===== src/rtl/dest_reg_pipe.sv =====
// dest_reg_pipe
//   Carries the destination register address and write enable of each decoded
//   instruction down a STAGES-deep pipeline to writeback. It also reports, per
//   stage, whether an in-flight write targets either decode-stage source
//   register, so that hazard logic can stall or forward.
//
// Ports
//   clk, rst_n          clock; synchronous active-low reset
//   in_valid, reg_write decode instruction present / writes the register file
//   sel                 destination select: 00 rt, 01 rd, 10/11 LINK_REG (11 flagged)
//   rt_addr, rd_addr    candidate destination addresses
//   stall, flush        freeze the pipeline / invalidate every in-flight entry
//   src_a, src_b        decode-stage source addresses for the hazard compare
//   out_dst, out_we     writeback destination and write enable (last stage)
//   hit_a, hit_b        per-stage source match, bit 0 = youngest stage
//   hazard              stage-0 match on either source
//   sel_err             registered illegal-select flag
module dest_reg_pipe #(
  parameter int ADDR_W   = 5,
  parameter int STAGES   = 3,
  parameter int LINK_REG = 31
) (
  input  logic              clk,
  input  logic              rst_n,
  input  logic              in_valid,
  input  logic              reg_write,
  input  logic [1:0]        sel,
  input  logic [ADDR_W-1:0] rt_addr,
  input  logic [ADDR_W-1:0] rd_addr,
  input  logic              stall,
  input  logic              flush,
  input  logic [ADDR_W-1:0] src_a,
  input  logic [ADDR_W-1:0] src_b,
  output logic [ADDR_W-1:0] out_dst,
  output logic              out_we,
  output logic [STAGES-1:0] hit_a,
  output logic [STAGES-1:0] hit_b,
  output logic              hazard,
  output logic              sel_err
);

  localparam logic [ADDR_W-1:0] LINK = ADDR_W'(LINK_REG);

  logic [STAGES-1:0] valid_q;
  logic [STAGES-1:0] we_q;
  logic [ADDR_W-1:0] dst_q [STAGES];

  logic [ADDR_W-1:0] cap_dst;
  logic              cap_we;

  // Destination select; the illegal encoding still targets the link register
  // so the instruction behaves like a JAL while sel_err reports the fault.
  always_comb begin
    // NOTE: a default before the case keeps every path assigned, so no latch.
    cap_dst = LINK;
    case (sel)
      2'b00:   cap_dst = rt_addr;
      2'b01:   cap_dst = rd_addr;
      default: cap_dst = LINK;
    endcase
  end

  // Register 0 is hard-wired to zero, so writes to it are never issued.
  assign cap_we = in_valid & reg_write & (cap_dst != '0);

  always_ff @(posedge clk) begin
    if (!rst_n) begin
      valid_q <= '0;
      we_q    <= '0;
      sel_err <= 1'b0;
      // NOTE: the dst array is small and is observable on out_dst right after
      // reset, so it is cleared here rather than left to hold stale values.
      for (int i = 0; i < STAGES; i++) dst_q[i] <= '0;
    end else if (flush) begin
      // Only the qualifying bits are cleared; dst fields are don't-care.
      valid_q <= '0;
      we_q    <= '0;
    end else if (!stall) begin
      // NOTE: non-blocking assignments let every stage read its predecessor's
      // old value, so the loop order does not matter.
      for (int i = STAGES - 1; i > 0; i--) begin
        valid_q[i] <= valid_q[i-1];
        we_q[i]    <= we_q[i-1];
        dst_q[i]   <= dst_q[i-1];
      end
      valid_q[0] <= in_valid;
      we_q[0]    <= cap_we;
      dst_q[0]   <= cap_dst;
      sel_err    <= in_valid & (sel == 2'b11);
    end
  end

  assign out_dst = dst_q[STAGES-1];
  assign out_we  = valid_q[STAGES-1] & we_q[STAGES-1];

  // A zero source never creates a dependency, since r0 is never written.
  always_comb begin
    hit_a = '0;
    hit_b = '0;
    for (int i = 0; i < STAGES; i++) begin
      hit_a[i] = valid_q[i] & we_q[i] & (dst_q[i] == src_a) & (src_a != '0);
      hit_b[i] = valid_q[i] & we_q[i] & (dst_q[i] == src_b) & (src_b != '0);
    end
  end

  assign hazard = hit_a[0] | hit_b[0];

endmodule


===== config.mk =====
export PLATFORM = sky130hd
export DESIGN_NAME = dest_reg_pipe
export DESIGN_NICKNAME = d
export VERILOG_FILES = /design/src/rtl/dest_reg_pipe.sv
export SDC_FILE = /design/constraint.sdc
export NUM_CORES = 1
export LEC_CHECK = 0
export CORE_MARGIN = 2
export CORE_UTILIZATION = 35
export DETAILED_ROUTE_END_ITERATION = 12
export HOLD_SLACK_MARGIN = 0.08
export SLEW_MARGIN = 15
export SYNTH_ARGS = -nofsm -noshare
export SYNTH_HDL_FRONTEND = slang
export SYNTH_SLANG_ARGS = --single-unit

===== constraint.sdc =====
create_clock -name clk -period 7.74 [get_ports clk]
set_input_delay 2.322 -clock clk [delete_from_list [all_inputs] [get_ports clk]]
set_output_delay 2.322 -clock clk [all_outputs]
set_load 0.01 [all_outputs]

==> results.yml <==
yosys:
  ys_ff_latch: 22
  synth_fp_nets: 159
  syn_area_per_cell_um2: 10.2
  yosysMostFrequentCell: "xnor2_1"
  synth_ff_type: "edfxtp_1"
  yosysWarnings: 0
  async_reset_ff_share_pct: 0
  syn_inst: 131
  synth_area_um2: 1330
  synth-edff-count: 15
  yosys-top-cells-area: "edfxtp_1 (34%), xnor2_1 (16%), dfxtp_1 (11%)"
  synth_top_area_cell: "edfxtp_1"
  synth_common_cells: "xnor2_1 (24), edfxtp_1 (15), and2_1 (11), nor2_1 (8)"
  yosys.area.top_type_share_pct: 33.8
  ys_types: 27
  seq_area_frac_synth_pct: 44.3
pwr:
  power_switching_share_pct: 22.8
  ir_drop_v: 0.0000698
  internal_power_uw: 218
  total_leakage_power_nw: 0.621
  power_frac_seq_pct: 49.0
  combPwrFrac_pct: 18.2
  p_clk_share_pct: 32.8
  cellPowerDensity_nw_per_um2: 155
  p_sw_uw: 64.3
worst_setup_path:
  cp-end-kind: "output pin"
  crit_family: "simple AND/OR/NAND/NOR gates"
  slowest_delay_ns: 0.56
  cp.arrival_ns: 4.34
  worstSetupPathType: "input port to output pin"
  cp_slowest_cell: "or4_1"
  required_ns: 5.42
  rrSetupSlack_ns: 6.88
  worstPathMaxFanout: 4
  start_kind: "input port"
  crit_path_frequent_cell: "clkdlybuf4s50_1"
  path_cells: "clkdlybuf4s50_1 > or4_1 > nor2_2 > nor4_1 > or2_1 > clkdlybuf4s50_1"
  critPathBufInv: 2
cts:
  cts_tree: "built"
  cts_setup_buffers: 0
  cts_root_buffer: "clkbuf_8"
  clk_latency_ns: 0.26
  path_clk_slew_ns: 0.08
  ctsLongestPathBuffers: 2
  cts-buffers-inserted: 3
  cts_resized: 0
  cts_hold_buffers: 0
  clock-sinks: 22
  cts_max_level: 1
detailed_routing:
  post_drt_wl_per_cell_um: 13.6
  drt_wl_total_mm: 2.93
  dr.pass1.iters: 4
  vias_per_cell: 4.93
  vias: 1065
  drt_iter0_markers: 30
  ant_nets: 0
  drc: 0
floorplanning:
  io_pins: 42
  rows: 22
  design.core.area_um2: 3660
  die-height_um: 65.7
  start_util_pct: 36.4
  dieArea_um2: 4320
  die_w_um: 65.7
timing:
  rsz0062_at_grt: "false"
  tightest_slew_ns: 0.464
  slew_viol_final: 0
  tns_ns: 0
  setup_viol_count_final: 0
  fmax_mhz: 150
  finalCritPeriodShare_pct: 86.0
  slew-limit-headroom_pct: 69.0
  finClkSkew_ns: 0.00363
  layout_min_cycle_time_ns: 6.66
  finalHoldViolations: 0
finish:
  final-seq-area_um2: 591
  fillers: 367
  multiInputGateArea_um2: 682
  fin_util_pct: 49.8
  drive_above_1_share_pct: 4.76
  nets: 197
  antennaDiodeCount: 0
  synthToLayoutAreaGrowth_pct: 36.9
global_route:
  grt.total_usage_pct: 14.4
  grt_pass1_wl_mm: 4.80
  grt-ovfl-total: 0
  grt_max_degree: 17
  grt_pass1_vias: 1058
  antenna_found_initial: 0
run_status:
  status: "completed"
placement:
  portBuffers: 41
  dpl.hpwl_mm: 2.42
  place.gp.congestion: 0.896
worst_hold_path:
  hold_path_class: "flop to flop"
flow_run:
  maxCapViolations: 0
-- flip-flops by register name, summed over array words and instances, names as in the netlist --
name     cells
dst_q       15
sel_err      1
valid_q      3
we_q         3
-- path summary, 6_finish.rpt --
kind / startpoint / end / cells after the start
max: src_a[2] / hazard / 6
min: sel_err / sel_err / 2
max reg2reg: we_q[0] / we_q[0] / 3
min reg2reg: sel_err / sel_err / 2
-- cells in the final DEF, fill, tap and decap left out, drive strengths merged, types with 3 or more instances in the layout --
cell type,synthesis,layout
nand4,6,6
edfxtp,15,15
nand2b,3,3
nand3,3,3
o21ai,3,3
nor3,3,3
xnor2,24,24
and2,11,11
mux2i,7,7
clkdlybuf4s50,0,41
nor2,10,10
nor4,4,4
clkbuf,4,4
xor2,6,6
dfxtp,7,7
a21oi,6,6
-- area by class of cell --
cell class	instances	share of cell area, %
Multi-Input combinational cell	98	37.4
Sequential cell	22	32.4
Inverter	2	0.412
Timing Repair Buffer	42	22.9
Clock buffer	4	3.64
Tap cell	48	3.29
-- logic make-up (layout without fill, tap and decap cells) --
family | count (synthesis) | in the layout | share of synthesized area (%)
xor gates and xnor gates | 30 | 30 | 19.7
muxes | 7 | 7 | 5.26
buffers and inverters | 11 | 48 | 4.51
and+or+nand+nor | 48 | 48 | 20.5
AOI/OAI and AO/OA | 13 | 13 | 5.73
DFF | 22 | 22 | 44.3
-- metal layers --
layer	wire, µm	share of wire, %	GRT usage [%]
met1	1350	46	18.0
met4	0	0	2.34
met2	1420	49	25.6
met5	0	0	0
met3	157	5.4	2.91
-- stage by stage --
step	hold slack, ns	setup slack (ns)	std cells	cell area [µm²]	total power [mW]
after floorplan	0.455	2.08	131	1330	0.168
after global placement	0.466	1.11	212	1760	0.192
after detailed placement	0.472	1.08	212	1760	0.193
after CTS	0.488	1.08	216	1820	0.287
after global routing	0.509	0.987	216	1820	0.297
final	0.479	1.08	216	1820	0.283
-- power by group through the flow --
stage,combinational [mW],clock [mW],sequential (mW)
2_1_floorplan,0.0283,0,0.140
3_3_place_gp,0.0510,0,0.141
3_5_place_dp,0.0515,0,0.141
4_1_cts,0.0518,0.0961,0.139
5_1_grt,0.0560,0.102,0.140
6_report,0.0515,0.0926,0.138
-- worst min-delay path, cell delays in order (launching register included) --
cell,delay (ns)
dfxtp_1,0.32
inv_1,0.05
o22ai_1,0.07
Note: power is estimated with default switching activity, not from simulation.
